===== config.mk =====
export PLATFORM = sky130hd
export DESIGN_NAME = l0p_width_change_ctrl
export DESIGN_NICKNAME = d
export VERILOG_FILES = /design/src/rtl/l0p_width_change_ctrl.sv
export SDC_FILE = /design/constraint.sdc
export NUM_CORES = 1
export LEC_CHECK = 0
export CAP_MARGIN = 10
export CORE_UTILIZATION = 52
export CTS_CLUSTER_SIZE = 20
export DETAILED_ROUTE_END_ITERATION = 7
export GPL_TIMING_DRIVEN = 0
export PLACE_DENSITY = 0.9
export SLEW_MARGIN = 20
export SYNTH_ARGS = -nofsm -noshare
export SYNTH_HDL_FRONTEND = slang
export SYNTH_SLANG_ARGS = --single-unit

===== constraint.sdc =====
create_clock -name clk -period 3.5 [get_ports clk]
set_clock_uncertainty 0.2 [all_clocks]
set_input_delay 0.7 -clock clk [delete_from_list [all_inputs] [get_ports clk]]
set_output_delay 0.7 -clock clk [all_outputs]
set_load 0.05 [all_outputs]

===== src/rtl/l0p_width_change_ctrl.sv =====
// l0p_width_change_ctrl: L0p link-width negotiation controller.
// Consumes decoded link-management DLLP fields, runs the local request /
// remote response handshake, drives outbound L0p DLLP fields and tracks
// the negotiated link width.
// Optional build macro L0P_STATS_EN adds saturating NAK / timeout counters.
module l0p_width_change_ctrl #(
   parameter logic [2:0] MAX_WIDTH_CODE = 3'd4,
   parameter int         TIMEOUT_CYCLES = 1024,
   parameter logic [3:0] CMD_REQ        = 4'h1,
   parameter logic [3:0] CMD_ACK        = 4'h2,
   parameter logic [3:0] CMD_NAK        = 4'h3
) (
   input  logic        clk,
   input  logic        rst,
   input  logic        rx_valid,
   input  logic        rx_is_lm,
   input  logic        rx_is_l0p,
   input  logic [3:0]  rx_cmd,
   input  logic [2:0]  rx_width,
   input  logic        local_req_valid,
   input  logic [2:0]  local_req_width,
   output logic        local_req_ready,
   input  logic        local_priority,
   output logic        req_done,
   output logic        req_status,
   output logic        tx_valid,
   input  logic        tx_ready,
   output logic [3:0]  tx_cmd,
   output logic [2:0]  tx_width,
   output logic        tx_priority,
   output logic [2:0]  cur_width,
   output logic        width_change,
   output logic        busy,
`ifdef L0P_STATS_EN
   output logic [15:0] nak_count,
   output logic [15:0] timeout_count,
`endif
   output logic        timeout_err
);

   localparam int            TW    = (TIMEOUT_CYCLES > 2) ? $clog2(TIMEOUT_CYCLES) : 1;
   localparam logic [TW-1:0] TLAST = TW'(TIMEOUT_CYCLES - 1);

   typedef enum logic [1:0] {IDLE, TX_REQ, WAIT_RSP, TX_RSP} state_t;

   state_t        state_q, state_d;
   logic [TW-1:0] timer_q, timer_d;
   logic [2:0]    pend_width_q, pend_width_d;
   logic [2:0]    rsp_width_q, rsp_width_d;
   logic [3:0]    rsp_cmd_q, rsp_cmd_d;
   logic [2:0]    cur_width_q, cur_width_d;
   logic          tx_valid_q, tx_valid_d;
   logic [3:0]    tx_cmd_q, tx_cmd_d;
   logic [2:0]    tx_width_q, tx_width_d;
   logic          tx_priority_q, tx_priority_d;
   logic          width_change_q, width_change_d;
   logic          req_done_q, req_done_d;
   logic          req_status_q, req_status_d;
   logic          timeout_err_q, timeout_err_d;
`ifdef L0P_STATS_EN
   logic [15:0]   nak_count_q, nak_count_d;
   logic [15:0]   timeout_count_q, timeout_count_d;
`endif

   logic       rx_hit, rx_hit_req, rx_ack, rx_nak, rx_legal, tx_fire;
   logic       local_accept, local_bad;
   logic [3:0] rsp_cmd_new;

   function automatic logic [15:0] sat_inc16(input logic [15:0] v);
      return (v == 16'hFFFF) ? v : v + 16'd1;
   endfunction

   assign rx_hit          = rx_valid & rx_is_lm & rx_is_l0p;
   assign rx_hit_req      = rx_hit & (rx_cmd == CMD_REQ);
   assign rx_ack          = rx_hit & (rx_cmd == CMD_ACK);
   assign rx_nak          = rx_hit & (rx_cmd == CMD_NAK);
   assign rx_legal        = (rx_width <= MAX_WIDTH_CODE);
   assign rsp_cmd_new     = rx_legal ? CMD_ACK : CMD_NAK;
   assign tx_fire         = tx_valid_q & tx_ready;
   assign local_req_ready = (state_q == IDLE) & ~rx_hit_req;
   assign local_accept    = local_req_valid & local_req_ready;
   assign local_bad       = (local_req_width > MAX_WIDTH_CODE) | (local_req_width == cur_width_q);

   // Next-state, handshake and registered-output computation
   always_comb begin
      state_d        = state_q;
      timer_d        = timer_q;
      pend_width_d   = pend_width_q;
      rsp_width_d    = rsp_width_q;
      rsp_cmd_d      = rsp_cmd_q;
      cur_width_d    = cur_width_q;
      tx_valid_d     = tx_valid_q;
      tx_cmd_d       = tx_cmd_q;
      tx_width_d     = tx_width_q;
      tx_priority_d  = local_priority;
      width_change_d = 1'b0;
      req_done_d     = 1'b0;
      req_status_d   = 1'b0;
      timeout_err_d  = 1'b0;
`ifdef L0P_STATS_EN
      nak_count_d     = nak_count_q;
      timeout_count_d = timeout_count_q;
`endif
      case (state_q)
         IDLE: begin
            if (rx_hit_req) begin
               rsp_width_d = rx_width;
               rsp_cmd_d   = rsp_cmd_new;
               tx_valid_d  = 1'b1;
               tx_cmd_d    = rsp_cmd_new;
               tx_width_d  = rx_width;
               state_d     = TX_RSP;
            end else if (local_accept) begin
               if (local_bad) begin
                  req_done_d   = 1'b1;
                  req_status_d = 1'b1;
               end else begin
                  pend_width_d = local_req_width;
                  tx_valid_d   = 1'b1;
                  tx_cmd_d     = CMD_REQ;
                  tx_width_d   = local_req_width;
                  state_d      = TX_REQ;
               end
            end
         end
         TX_REQ: begin
            if (tx_fire) begin
               tx_valid_d = 1'b0;
               timer_d    = '0;
               state_d    = WAIT_RSP;
            end
         end
         WAIT_RSP: begin
            timer_d = timer_q + TW'(1);
            if (rx_ack && (rx_width == pend_width_q)) begin
               cur_width_d    = pend_width_q;
               width_change_d = 1'b1;
               req_done_d     = 1'b1;
               state_d        = IDLE;
            end else if (rx_ack || rx_nak) begin
               req_done_d   = 1'b1;
               req_status_d = 1'b1;
               state_d      = IDLE;
`ifdef L0P_STATS_EN
               if (rx_nak) nak_count_d = sat_inc16(nak_count_q);
`endif
            end else if (rx_hit_req && !local_priority) begin
               req_done_d   = 1'b1;
               req_status_d = 1'b1;
               rsp_width_d  = rx_width;
               rsp_cmd_d    = rsp_cmd_new;
               tx_valid_d   = 1'b1;
               tx_cmd_d     = rsp_cmd_new;
               tx_width_d   = rx_width;
               state_d      = TX_RSP;
            end else if (timer_q == TLAST) begin
               timeout_err_d = 1'b1;
               req_done_d    = 1'b1;
               req_status_d  = 1'b1;
               state_d       = IDLE;
`ifdef L0P_STATS_EN
               timeout_count_d = sat_inc16(timeout_count_q);
`endif
            end
         end
         TX_RSP: begin
            if (tx_fire) begin
               tx_valid_d = 1'b0;
               state_d    = IDLE;
               if (rsp_cmd_q == CMD_ACK) begin
                  cur_width_d    = rsp_width_q;
                  width_change_d = 1'b1;
               end
            end
         end
         default: state_d = IDLE;
      endcase
   end

   // Control and output registers with synchronous reset
   always_ff @(posedge clk) begin
      if (rst) begin
         state_q        <= IDLE;
         timer_q        <= '0;
         cur_width_q    <= MAX_WIDTH_CODE;
         tx_valid_q     <= 1'b0;
         tx_cmd_q       <= 4'h0;
         tx_width_q     <= 3'd0;
         tx_priority_q  <= 1'b0;
         width_change_q <= 1'b0;
         req_done_q     <= 1'b0;
         req_status_q   <= 1'b0;
         timeout_err_q  <= 1'b0;
`ifdef L0P_STATS_EN
         nak_count_q     <= 16'd0;
         timeout_count_q <= 16'd0;
`endif
      end else begin
         state_q        <= state_d;
         timer_q        <= timer_d;
         cur_width_q    <= cur_width_d;
         tx_valid_q     <= tx_valid_d;
         tx_cmd_q       <= tx_cmd_d;
         tx_width_q     <= tx_width_d;
         tx_priority_q  <= tx_priority_d;
         width_change_q <= width_change_d;
         req_done_q     <= req_done_d;
         req_status_q   <= req_status_d;
         timeout_err_q  <= timeout_err_d;
`ifdef L0P_STATS_EN
         nak_count_q     <= nak_count_d;
         timeout_count_q <= timeout_count_d;
`endif
      end
   end

   // Latched request/response fields, only meaningful once loaded
   always_ff @(posedge clk) begin
      pend_width_q <= pend_width_d;
      rsp_width_q  <= rsp_width_d;
      rsp_cmd_q    <= rsp_cmd_d;
   end

   assign busy         = (state_q != IDLE);
   assign cur_width    = cur_width_q;
   assign tx_valid     = tx_valid_q;
   assign tx_cmd       = tx_cmd_q;
   assign tx_width     = tx_width_q;
   assign tx_priority  = tx_priority_q;
   assign width_change = width_change_q;
   assign req_done     = req_done_q;
   assign req_status   = req_status_q;
   assign timeout_err  = timeout_err_q;
`ifdef L0P_STATS_EN
   assign nak_count     = nak_count_q;
   assign timeout_count = timeout_count_q;
`endif

endmodule


==> impl_metrics.prom, run 1 <==
# TYPE chip_impl_metric gauge
chip_impl_metric{name="post-place-ws",unit="ns"} -0.2804
chip_impl_metric{name="async_flop_share",unit="%"} 0
chip_impl_metric{name="grt_first_pass_wirelength",unit="um"} 6713
chip_impl_metric{name="yosys.cell_types.count",unit=""} 46
chip_impl_metric{name="p_total",unit="uW"} 1150
chip_impl_metric{name="setup_viol_count_final",unit=""} 0
chip_impl_metric{name="finalWorstPathRequiredPeriod",unit="ns"} 3.473
chip_impl_metric{name="synthesis.area",unit="um^2"} 1688
chip_impl_metric{name="worst-path-max-fanout",unit=""} 9
chip_impl_metric{name="routabilityCongestion",unit=""} 0.8825
chip_impl_metric{name="die_height",unit="um"} 58.97
chip_impl_metric{name="grt_max_degree",unit=""} 11
chip_impl_metric{name="syn_area_per_cell",unit="um^2"} 9.075
chip_impl_info{name="worst_path_max_delay_cell",value="sky130_fd_sc_hd__clkdlybuf4s15_1"} 1
chip_impl_metric{name="fin_nets",unit=""} 246
chip_impl_info{name="crit_start",value="rx_cmd[0]"} 1
chip_impl_metric{name="drt_first_pass_iters",unit=""} 4
chip_impl_metric{name="cts.reportedPaths.clkPinSlew",unit="ns"} 0.10
chip_impl_info{name="hold_path_origin",value="timer_q[9]$_SDFFE_PP0P_"} 1
chip_impl_metric{name="placedCellCount",unit=""} 264
chip_impl_metric{name="drive_gt1_share",unit="%"} 8.333
chip_impl_metric{name="synth_enable_flop_cells",unit=""} 7
chip_impl_info{name="critical_path_class",value="primary input to primary output"} 1
chip_impl_metric{name="grt_pass1_vias",unit=""} 1496
chip_impl_metric{name="routed_wire_length_per_instance",unit="um"} 14.36
chip_impl_metric{name="cts_htree_levels",unit=""} 2
chip_impl_metric{name="drc",unit=""} 0
chip_impl_info{name="status",value="finished, final reports clean"} 1
chip_impl_metric{name="postLayoutSetupSlackWorst",unit="ns"} 0.02682
chip_impl_metric{name="postCtsSetupBuffers",unit=""} 0
chip_impl_metric{name="max_cap_viol_count",unit=""} 0
chip_impl_metric{name="die_w",unit="um"} 58.97
chip_impl_metric{name="cts.path.max_buffers",unit=""} 2
chip_impl_metric{name="num_rows",unit=""} 20
chip_impl_metric{name="worst_rel_slew_slack",unit="%"} 49.74
chip_impl_metric{name="floorplan.initialDensity",unit="%"} 54.84
chip_impl_metric{name="globalRouteOverflowTotal",unit=""} 0
chip_impl_info{name="dominantRegCellSynth",value="sky130_fd_sc_hd__dfxtp_1"} 1
chip_impl_metric{name="yosysSeqAreaShare",unit="%"} 43.29
chip_impl_metric{name="place.detailed.hpwl",unit="um"} 2930
chip_impl_metric{name="finalMaxSlewViolations",unit=""} 0
chip_impl_metric{name="tightest_slew",unit="ns"} 0.7524
chip_impl_metric{name="ys_warns",unit=""} 0
chip_impl_metric{name="finalCritPeriodShare",unit="%"} 99.23
chip_impl_info{name="leading_cell_types_in_the_layout_fill_and_taps_excluded",value="sky130_fd_sc_hd__clkdlybuf4s50_1 (32), sky130_fd_sc_hd__dfxtp_1 (26), sky130_fd_sc_hd__nor2_1 (24)"} 1
chip_impl_metric{name="crit_required",unit="ns"} 2.60
chip_impl_metric{name="detailroute.via_count",unit=""} 1568
chip_impl_info{name="critPathLaunchType",value="primary input"} 1
chip_impl_metric{name="layout.cells.non_filler",unit=""} 272
chip_impl_metric{name="die_area",unit="um^2"} 3477
chip_impl_metric{name="power-per-cell-area",unit="nW/um^2"} 540.2
chip_impl_metric{name="setup_total_negative_slack",unit="ns"} 0
chip_impl_metric{name="area_growth_syn_to_layout",unit="%"} 26.09
chip_impl_metric{name="diodes",unit=""} 0
chip_impl_metric{name="core_footprint",unit="um^2"} 3078
chip_impl_metric{name="clk_lat_worst_skew",unit="ns"} 0.33
chip_impl_metric{name="final-hold-violation-count",unit=""} 0
chip_impl_metric{name="worst_ep_arrival_time",unit="ns"} 2.57
chip_impl_metric{name="postRouteWirelength",unit="um"} 3907
chip_impl_info{name="tritoncts_clock_tree",value="built"} 1
chip_impl_metric{name="io-pin-count",unit=""} 36
chip_impl_metric{name="cp_slowest_stage_delay",unit="ns"} 0.59
chip_impl_metric{name="antenna_left",unit=""} 0
chip_impl_metric{name="cts_num_sinks",unit=""} 33
chip_impl_metric{name="groute.usage.overall",unit="%"} 25.97
chip_impl_metric{name="cts_buffers",unit=""} 5
chip_impl_info{name="timing.critical_path.to_type",value="primary output"} 1
chip_impl_metric{name="buffer_ports.inserted",unit=""} 33
chip_impl_info{name="final_common_cell",value="sky130_fd_sc_hd__clkdlybuf4s50_1"} 1
chip_impl_info{name="clock_tree_root",value="sky130_fd_sc_hd__clkbuf_4"} 1
chip_impl_metric{name="max_freq",unit="MHz"} 287.9
chip_impl_info{name="timing.critical_path.cells",value="clkdlybuf4s50_1 -> or3b_4 -> nor2_1 -> nor2_1 -> clkdlybuf4s15_1"} 1
chip_impl_info{name="path_common_cell",value="sky130_fd_sc_hd__nor2_1"} 1
chip_impl_metric{name="first_iter_violations",unit=""} 92
chip_impl_info{name="reg2reg_from",value="timer_q[0]$_SDFFE_PP0P_"} 1
chip_impl_metric{name="worst_ir_drop_vdd",unit="uV"} 550.3
chip_impl_metric{name="synth_seq_cells",unit=""} 33
chip_impl_metric{name="vias_per_cell",unit=""} 5.765
chip_impl_metric{name="synthesis.instances",unit=""} 186
chip_impl_metric{name="power.static_leakage",unit="uW"} 0.0008053
chip_impl_info{name="hp-class",value="flip-flop to flip-flop"} 1
chip_impl_info{name="rsz_0062_raised_after_global_routing",value="no"} 1
chip_impl_metric{name="number_of_antenna_violations_at_the_first_check_in_global_routing",unit=""} 0
power by group:
part | internal, uW | switching (uW)
Sequential | 430 | 24.9
Clock | 76.4 | 127
Combinational | 163 | 329
per-layer routing:
metal / track usage (%) / wire [um] / vias up
li1: - / - / 769
met1: 33.29 / 1741 / 722
met2: 40.42 / 1841 / 65
met3: 6.550 / 243 / 12
met4: 13.61 / 80 / 0
met5: 0 / 0 / -
critical path: cells and delay by family:
family                 cells  cell delay (ns)
buffers and inverters      2             1.04
AND/OR/NAND/NOR            3             0.83
registers in the layout, indices dropped and copies added (netlist names), 2 cells and up:
register	count
pend_width_q	3
rsp_width_q	3
state_q	2
timer_q	10
cur_width	3
tx_width	3
tx_cmd	2
area by class of cell:
| cell class | instances | area (um^2) |
|---|---|---|
| repair buffers | 33 | 330.3 |
| fillers | 269 | 949.7 |
| multi-input cells | 139 | 893.4 |
| plain buffers | 9 | 45.04 |
| flip-flops and latches | 33 | 730.7 |
| well taps | 44 | 55.05 |
| clock buffers | 6 | 41.29 |
| inverters | 6 | 22.52 |
| clock inverters | 2 | 10.01 |
final timing paths:
path	end	slack (ns)	depth (start not counted)
max	local_req_ready	0.03	5
min	timer_q[9]$_SDFFE_PP0P_	0.28	1
max reg2reg	state_q[1]$_SDFFE_PP0P_	1.38	6
min reg2reg	timer_q[9]$_SDFFE_PP0P_	0.28	1
per-stage QoR:
| stage | cell area (um^2) | hold WS (ns) | util [%] |
|---|---|---|---|
| floorplan | 1692 | 0.2389 | - |
| global placement | 2077 | 0.2504 | 67.48 |
| detailed placement | 2077 | 0.2668 | 67.48 |
| CTS | 2127 | 0.2846 | 69.11 |
| global route | 2128 | 0.3140 | 69.15 |
| finish | 2128 | 0.2838 | 69.15 |
cells in the mapped netlist, drive strengths merged (2+ instances only):
master	count	area, um^2
a2111oi	5	50.04
edfxtp	7	210.2
nor2	24	90.09
buf	3	22.52
nor3	6	46.30
nand3	8	40.04
inv	5	18.77
mux2i	8	80.08
a311oi	5	43.79
and2	2	12.51
a31o	4	35.04
nor4	2	12.51
xor2	4	35.03
nand2	18	67.56
nor2b	2	12.51
a21oi	12	60.06
nand3b	3	22.52
dfxtp	26	520.5
nand4	2	12.51
o21ai	10	53.80
a211oi	4	30.03
clkbuf	6	22.52
and3	2	12.51
cells by family after synthesis:
logic type | after synthesis | share of synthesized area [%]
AOI/OAI and AO/OA | 49 | 21.05
xor gates and xnor gates | 4 | 2.075
adders and majority gates | 1 | 0.7412
buffers and inverters | 15 | 4.003
DFF | 33 | 43.29
muxes | 8 | 4.744
other | 1 | 0.2222
and+or+nand+nor | 75 | 23.87
what timing repair did:
| item | in CTS | in global routing |
|---|---|---|
| endpoints found under the hold margin | 0 | 0 |
| endpoints found under the setup margin | 1 | 1 |
| hold buffers | 0 | 0 |
| gates resized for setup | 1 | 1 |
(Power assumes the default switching activity.)
==> run 2, diff against run 1 <==
--- a/config.mk
+++ b/config.mk
@@ -6,11 +6,11 @@
 export NUM_CORES = 1
 export LEC_CHECK = 0
 export CAP_MARGIN = 10
-export CORE_UTILIZATION = 52
+export CORE_UTILIZATION = 40
 export CTS_CLUSTER_SIZE = 20
 export DETAILED_ROUTE_END_ITERATION = 7
 export GPL_TIMING_DRIVEN = 0
-export PLACE_DENSITY = 0.9
+export PLACE_DENSITY = 0.74
 export SLEW_MARGIN = 20
 export SYNTH_ARGS = -nofsm -noshare
 export SYNTH_HDL_FRONTEND = slang
==> constraint.sdc (replaced) <==
create_clock -name clk -period 3.95 [get_ports clk]
set_clock_uncertainty 0.2 [all_clocks]
set_input_delay 0.79 -clock clk [delete_from_list [all_inputs] [get_ports clk]]
set_output_delay 0.79 -clock clk [all_outputs]
set_load 0.05 [all_outputs]
==> run 2 against run 1 <==
Net effect: worst hold slack got worse by 0.016 ns; combinational power down 12%; sequential share of layout area decreased by 0.71 points; register-to-register slack better by 0.50 ns; sequential power shrank 11%; cell count increased by 2.2%; largest cell class unchanged.
==> impl_metrics.prom, run 2 (same netlist as run 1, synthesis figures left out) <==
# TYPE chip_impl_metric gauge
chip_impl_metric{name="globalRouteMet3Util",unit="%"} 4.795
chip_impl_metric{name="global_route_track_usage_on_met1",unit="%"} 26.72
chip_impl_metric{name="power.share.switching",unit="%"} 39.30
chip_impl_metric{name="clock_power_share",unit="%"} 23.9
chip_impl_metric{name="routabilityCongestion",unit=""} 0.8188
chip_impl_metric{name="largest_register_ffs",unit=""} 10
chip_impl_metric{name="antenna_left",unit=""} 0
chip_impl_metric{name="groute.usage.overall",unit="%"} 19.05
chip_impl_metric{name="first_iter_violations",unit=""} 69
chip_impl_metric{name="power.switching",unit="uW"} 431.7
chip_impl_info{name="crit_start",value="rx_cmd[0]"} 1
chip_impl_metric{name="cts.path.max_buffers",unit=""} 2
chip_impl_metric{name="die_area",unit="um^2"} 4484
chip_impl_metric{name="sequential_cell_area",unit="um^2"} 730.7
chip_impl_metric{name="globalRouteMet2Util",unit="%"} 28.03
chip_impl_metric{name="cts.reportedPaths.clkPinSlew",unit="ns"} 0.07
chip_impl_info{name="critical_path_class",value="primary input to primary output"} 1
chip_impl_info{name="status",value="finished, final reports clean"} 1
chip_impl_metric{name="clk_lat_worst_skew",unit="ns"} 0.29
chip_impl_metric{name="setup_viol_count_final",unit=""} 0
chip_impl_metric{name="area_growth_syn_to_layout",unit="%"} 28.76
chip_impl_metric{name="num_rows",unit=""} 23
chip_impl_metric{name="comb_power_share",unit="%"} 39.4
chip_impl_metric{name="number_of_antenna_violations_at_the_first_check_in_global_routing",unit=""} 0
chip_impl_metric{name="place.detailed.hpwl",unit="um"} 2801
chip_impl_info{name="path_common_cell",value="sky130_fd_sc_hd__nor2_1"} 1
chip_impl_metric{name="power-per-cell-area",unit="nW/um^2"} 505.4
chip_impl_metric{name="cp_slowest_stage_delay",unit="ns"} 0.60
chip_impl_info{name="hold_path_origin",value="timer_q[9]$_SDFFE_PP0P_"} 1
chip_impl_metric{name="postRouteWirelength",unit="um"} 3792
chip_impl_metric{name="detailroute.via_count",unit=""} 1535
chip_impl_metric{name="crit_required",unit="ns"} 2.96
chip_impl_metric{name="max_cap_viol_count",unit=""} 0
chip_impl_metric{name="grt_pass1_vias",unit=""} 1355
chip_impl_info{name="timing.critical_path.cells",value="clkdlybuf4s50_1 -> or3b_4 -> nor2_1 -> nor2_1 -> dlygate4sd2_1"} 1
chip_impl_metric{name="final-hold-violation-count",unit=""} 0
chip_impl_metric{name="register_share_of_total_power",unit="%"} 36.6
chip_impl_info{name="reg2reg_from",value="timer_q[0]$_SDFFE_PP0P_"} 1
chip_impl_metric{name="diodes",unit=""} 0
chip_impl_metric{name="vias_per_cell",unit=""} 5.522
chip_impl_metric{name="worst-path-max-fanout",unit=""} 9
chip_impl_metric{name="tightest_slew",unit="ns"} 0.7087
chip_impl_metric{name="postLayoutSetupSlackWorst",unit="ns"} 0.3044
chip_impl_info{name="tritoncts_clock_tree",value="built"} 1
chip_impl_metric{name="setup_total_negative_slack",unit="ns"} 0
chip_impl_metric{name="cts_buffers",unit=""} 5
chip_impl_metric{name="die_w",unit="um"} 66.96
chip_impl_info{name="worst_path_max_delay_cell",value="sky130_fd_sc_hd__dlygate4sd2_1"} 1
chip_impl_metric{name="cts_num_sinks",unit=""} 33
chip_impl_metric{name="finalMaxSlewViolations",unit=""} 0
chip_impl_info{name="clock_tree_root",value="sky130_fd_sc_hd__clkbuf_8"} 1
chip_impl_metric{name="postCtsSetupBuffers",unit=""} 0
chip_impl_metric{name="drive_gt1_share",unit="%"} 7.895
chip_impl_metric{name="routed_wire_length_per_instance",unit="um"} 13.64
chip_impl_metric{name="grt_first_pass_wirelength",unit="um"} 6348
chip_impl_metric{name="worst_rel_slew_slack",unit="%"} 52.66
chip_impl_metric{name="post-place-ws",unit="ns"} -0.009207
chip_impl_metric{name="max_freq",unit="MHz"} 274.3
chip_impl_metric{name="floorplan.initialDensity",unit="%"} 41.89
chip_impl_metric{name="power.static_leakage",unit="uW"} 0.0008180
chip_impl_metric{name="cts_htree_levels",unit=""} 2
chip_impl_info{name="registers.top_by_ff_count",value="timer_q"} 1
chip_impl_metric{name="worst_ir_drop_vdd",unit="uV"} 296.9
chip_impl_metric{name="drc",unit=""} 0
chip_impl_metric{name="fin_nets",unit=""} 246
chip_impl_info{name="rsz_0062_raised_after_global_routing",value="no"} 1
chip_impl_metric{name="io-pin-count",unit=""} 36
chip_impl_metric{name="buffer_ports.inserted",unit=""} 33
chip_impl_metric{name="globalRouteOverflowTotal",unit=""} 0
chip_impl_metric{name="finalWorstPathRequiredPeriod",unit="ns"} 3.646
chip_impl_info{name="leading_cell_types_in_the_layout_fill_and_taps_excluded",value="sky130_fd_sc_hd__clkdlybuf4s50_1 (32), sky130_fd_sc_hd__dfxtp_1 (26), sky130_fd_sc_hd__nor2_1 (24)"} 1
chip_impl_info{name="final_common_cell",value="sky130_fd_sc_hd__clkdlybuf4s50_1"} 1
chip_impl_info{name="timing.critical_path.to_type",value="primary output"} 1
chip_impl_info{name="hp-class",value="flip-flop to flip-flop"} 1
chip_impl_metric{name="drt_first_pass_iters",unit=""} 4
chip_impl_metric{name="worst_ep_arrival_time",unit="ns"} 2.66
chip_impl_info{name="critPathLaunchType",value="primary input"} 1
chip_impl_metric{name="layout.filler_cells",unit=""} 379
chip_impl_metric{name="multi_input_comb_area",unit="um^2"} 893.4
chip_impl_metric{name="finalCritPeriodShare",unit="%"} 92.29
chip_impl_metric{name="grt_max_degree",unit=""} 11
chip_impl_metric{name="cellInternalPower",unit="uW"} 666.7
chip_impl_info{name="gr-max-usage-layer",value="met2"} 1
chip_impl_metric{name="die_height",unit="um"} 66.96
chip_impl_metric{name="core_footprint",unit="um^2"} 4029
==> run 2: changes by cell type in the layout (fill, tap and decap cells not counted) <==
cell,change
sky130_fd_sc_hd__clkbuf_4,-5
sky130_fd_sc_hd__dlygate4sd2_1,+1
sky130_fd_sc_hd__clkinv_2,-2
sky130_fd_sc_hd__clkbuf_8,+6
sky130_fd_sc_hd__clkbuf_1,+1
sky130_fd_sc_hd__clkdlybuf4s15_1,-1
==> run 2: power by group through the flow <==
stage	Sequential [uW]	Combinational, uW	Clock, uW
final	402	433	263
after detailed placement	409	436	0
after floorplan	495	212	0
after global routing	407	465	289
after CTS	403	433	270
after global placement	409	431	0
==> run 2: layout make-up <==
type                    count  share of cell area [%]
clock buffers               8                   4.145
multi-input cells         139                   41.11
inverters                   6                   1.036
plain buffers               9                   2.073
well taps                  50                   2.879
flip-flops and latches     33                   33.62
repair buffers             33                   15.14
==> run 2: stage by stage <==
stage                     util [%]  power, uW  cells  hold WS, ns  area (um^2)
after CTS                    53.94       1106    278       0.2667         2173
after global placement       51.74      840.4    270       0.2506         2085
final                        53.94       1098    278       0.2676         2173
after floorplan                  -      707.2    187       0.2389         1692
after global routing         53.94       1161    278       0.2890         2173
after detailed placement     51.74      844.8    270       0.2576         2085
==> run 2: repair_timing <==
action | in CTS | in global routing
endpoints found under the setup margin | 1 | 0
hold buffers | 0 | 0
gates resized for setup | 1 | 0
==> run 2: final timing paths <==
kind,end,slack [ns],cells after the start
hold / removal,timer_q[9]$_SDFFE_PP0P_,0.27,1
hold reg to reg,timer_q[9]$_SDFFE_PP0P_,0.27,1
setup reg to reg,state_q[1]$_SDFFE_PP0P_,1.88,6
setup / recovery,local_req_ready,0.30,5
==> run 2: critical path: cells and delay by family <==
family | cells | cell delay, ns
buffers and inverters | 2 | 1.04
AND/OR/NAND/NOR | 3 | 0.82
==> run 2: per-layer routing <==
| metal | wire length, um | share of wire (%) |
|---|---|---|
| met1 | 1834 | 48 |
| met2 | 1699 | 45 |
| met3 | 201 | 5.3 |
| met4 | 56 | 1.5 |
| met5 | 0 | 0 |
==> RTL edit: new RTL, settings of run 2 <==
Register the output `req_status` once more, with the module's reset; this adds one clock of latency there. The other outputs are not delayed to match.
--- a/src/rtl/l0p_width_change_ctrl.sv
+++ b/src/rtl/l0p_width_change_ctrl.sv
@@ -229,7 +229,13 @@
    assign tx_priority  = tx_priority_q;
    assign width_change = width_change_q;
    assign req_done     = req_done_q;
-   assign req_status   = req_status_q;
+   always_ff @(posedge clk) begin
+      if (rst) begin
+         req_status <= '0;
+      end else begin
+         req_status <= req_status_q;
+      end
+   end
    assign timeout_err  = timeout_err_q;
 `ifdef L0P_STATS_EN
    assign nak_count     = nak_count_q;
Behaviour: not the same (a bounded check fails within 4 cycles, from zero or initial values and one cycle with rst high).
==> RTL edit against run 2 <==
  * Maximum frequency shrank 3.5%
  * Synthesized cell count rose by 0.54%
  * Wire length grew 5.1%
  * Synthesized area grew 3.5%
  * Design area rose by 2.3%
  * Count of clock-buffer cells in the layout shrank 3
  * First-iteration DRC count is 12% higher
  * Worst setup slack worse by 0.13 ns
  * Critical path depth is the same
  * Final cell count is 0.36% higher
  * Largest cell class unchanged
  * Sequential cell count increased by 1
  * Worst hold slack worse by 0.0083 ns
Power is not compared: it rests on default switching activity, and its combinational part moved more than twofold at a synthesized area within 25%.
==> RTL edit: results (changes against run 2) <==
** Cells and area
- Inserted Diodes :: 0 (unchanged)
- Largest register FFs :: 10 (unchanged)
- Ratio of cells with drive above 1 in the final layout :: 9.61% (+1.7 points)
- The net count reported at finish was 247 (+0.41%).
- Register name with the most flops :: timer_q
- Non-filler instance count after layout :: 279 (+0.36%)
- Fillcell total :: 384 (+1.3%)

** Critical path
- Reg-to-reg setup timing slack :: 1.85 ns (-0.03 ns)
- Largest fanout of any net on the critical path :: 6 (-3)
- Launching instance or port of the critical path :: rx_is_l0p
- The arrival time of data at the critical path endpoint is 2.79 ns (+0.13 ns).
- The path depth of the worst reg2reg path was 6 (unchanged).

** Global route
- Wire length of the first global-routing pass :: 6870 microns (+8.3%)
- Number of global-route vias before repair :: 1531 (+13%)
- The overall global routing resource usage came to 20.7% (+1.6 points).

** Power and ir drop
- In this run the static leakage power is 0.827 nW.

** Synthesis
- Biggest area contributors in the synthesized netlist :: dfxtp_1 (31%), edfxtp_1 (12%), nor2_1 (3.9%)
- The Yosys warning count was 0 (unchanged).
- Post-synth top cells :: dfxtp_1 (27), nor2_1 (18), a21oi_1 (11)
- The number of unique standard cell types used by synthesis was 46 (unchanged).
- Cells after Synth :: 187 (+0.54%)
- Part of the Yosys area used for sequential elements :: 43.0% (-0.31 points)

** CTS
- The number of levels in the clock H-tree is 2 (unchanged).
- Number of cells upsized or downsized after cts :: 0 (-1)
- Cell at the root of the clock tree :: clkbuf_8
- Buffer count from post-CTS setup fixing :: 0 (unchanged)
- After clock tree synthesis, the clock-pin slew on the worst setup and hold paths is 0.06 ns.
- Max Root-Sink Buffers :: 2 (unchanged)

** Place
- Port Buffers :: 33 (unchanged)
- Detail Placement HPWL :: 2940 microns (+4.9%)
- The global placer's final weighted congestion came to 0.817 (-0.20%).
- The cell count after placement came to 271 (+0.37%).

** STA
- The max-slew headroom at the worst pin is 64.0% (+11 points).

** Routing
- Number of DRC markers in iteration 0 :: 77 (+12%)
- The post-detailed-route via-to-cell ratio came to 5.47 (-1.0%).
- Average detailed-routed wire length per instance :: 14.3 microns (+4.7%)

** Worst hold path
- Worst hold path cell count :: 1 (unchanged)
- The path class of the tightest hold or removal check is reg2reg.

** Outcome
- The flow ran to the end, and the final reports show no timing, DRC or antenna violations.
==> RTL edit: cell count changes in the layout (fill, tap and decap cells not counted), moves of 3 or more <==
cell	delta
nor3_1	+5
nor2b_1	+8
nor3b_1	+4
clkbuf_1	-3
a31oi_1	+4
a31o_1	-3
nand3_1	-4
a221oi_1	+3
and3_1	+3
nand2_1	-8
nor2_1	-6
a211oi_1	+3
mux2i_1	-5
a2111oi_0	-4
==> RTL edit: cell type report <==
cell class              instances  share of cell area, %
flip-flops and latches         34                   33.8
clock buffers                   5                   3.10
multi-input cells             138                   40.8
repair buffers                 33                   14.9
well taps                      50                   2.81
plain buffers                  11                   3.10
clock inverters                 3                  0.506
inverters                       5                   1.07
==> RTL edit: worst min path at each step <==
| stage | start | to | slack (ns) |
|---|---|---|---|
| after floorplan | req_status_q | req_status | 0.21 |
| after global placement | req_status_q | req_status | 0.22 |
| after detailed placement | req_status_q | req_status | 0.26 |
| after CTS | req_status_q | req_status | 0.27 |
| after global routing | req_status_q | req_status | 0.28 |
| final | req_status_q | req_status | 0.26 |
==> RTL edit: kinds of logic after synthesis <==
group                    Yosys count  share of synthesized area, %
AND/OR/NAND/NOR                   72                          23.1
AO/OA/AOI/OAI                     55                          23.3
flip-flops                        34                          43.0
buffers and inverters             16                          5.30
XOR/XNOR                           4                          2.01
multiplexers                       4                          2.36
adder cells (fa/ha/maj)            1                         0.716
other                              1                         0.215
==> RTL edit: critical path, cell delays in order <==
cell and delay [ns]:
clkdlybuf4s50_1 0.39, and3_1 0.17, buf_2 0.15, a21oi_1 0.38, clkdlybuf4s50_1 0.90
==> RTL edit: report_power, final <==
part	switching, mW	leakage, nW	internal (mW)	total [mW]
sequential	0.00637	0.283	0.364	0.371
clock	0.121	0.0407	0.117	0.239
combinational	0.0845	0.504	0.0566	0.141
total	0.212	0.827	0.538	0.750
==> RTL edit: routing by layer <==
metal | global-route usage [%] | up-vias | wire, microns
li1 | - | 779 | -
met1 | 26.4 | 690 | 1940
met2 | 31.7 | 49 | 1710
met3 | 4.67 | 7 | 238
met4 | 12.0 | 0 | 97
met5 | 0 | - | 0
==> RTL edit: stage by stage <==
step	area, sq um	worst slack, ns
floorplan	1750	0.939
global placement	2140	0.120
detailed placement	2140	0.146
CTS	2220	0.149
global route	2220	0.0747
finish	2220	0.174
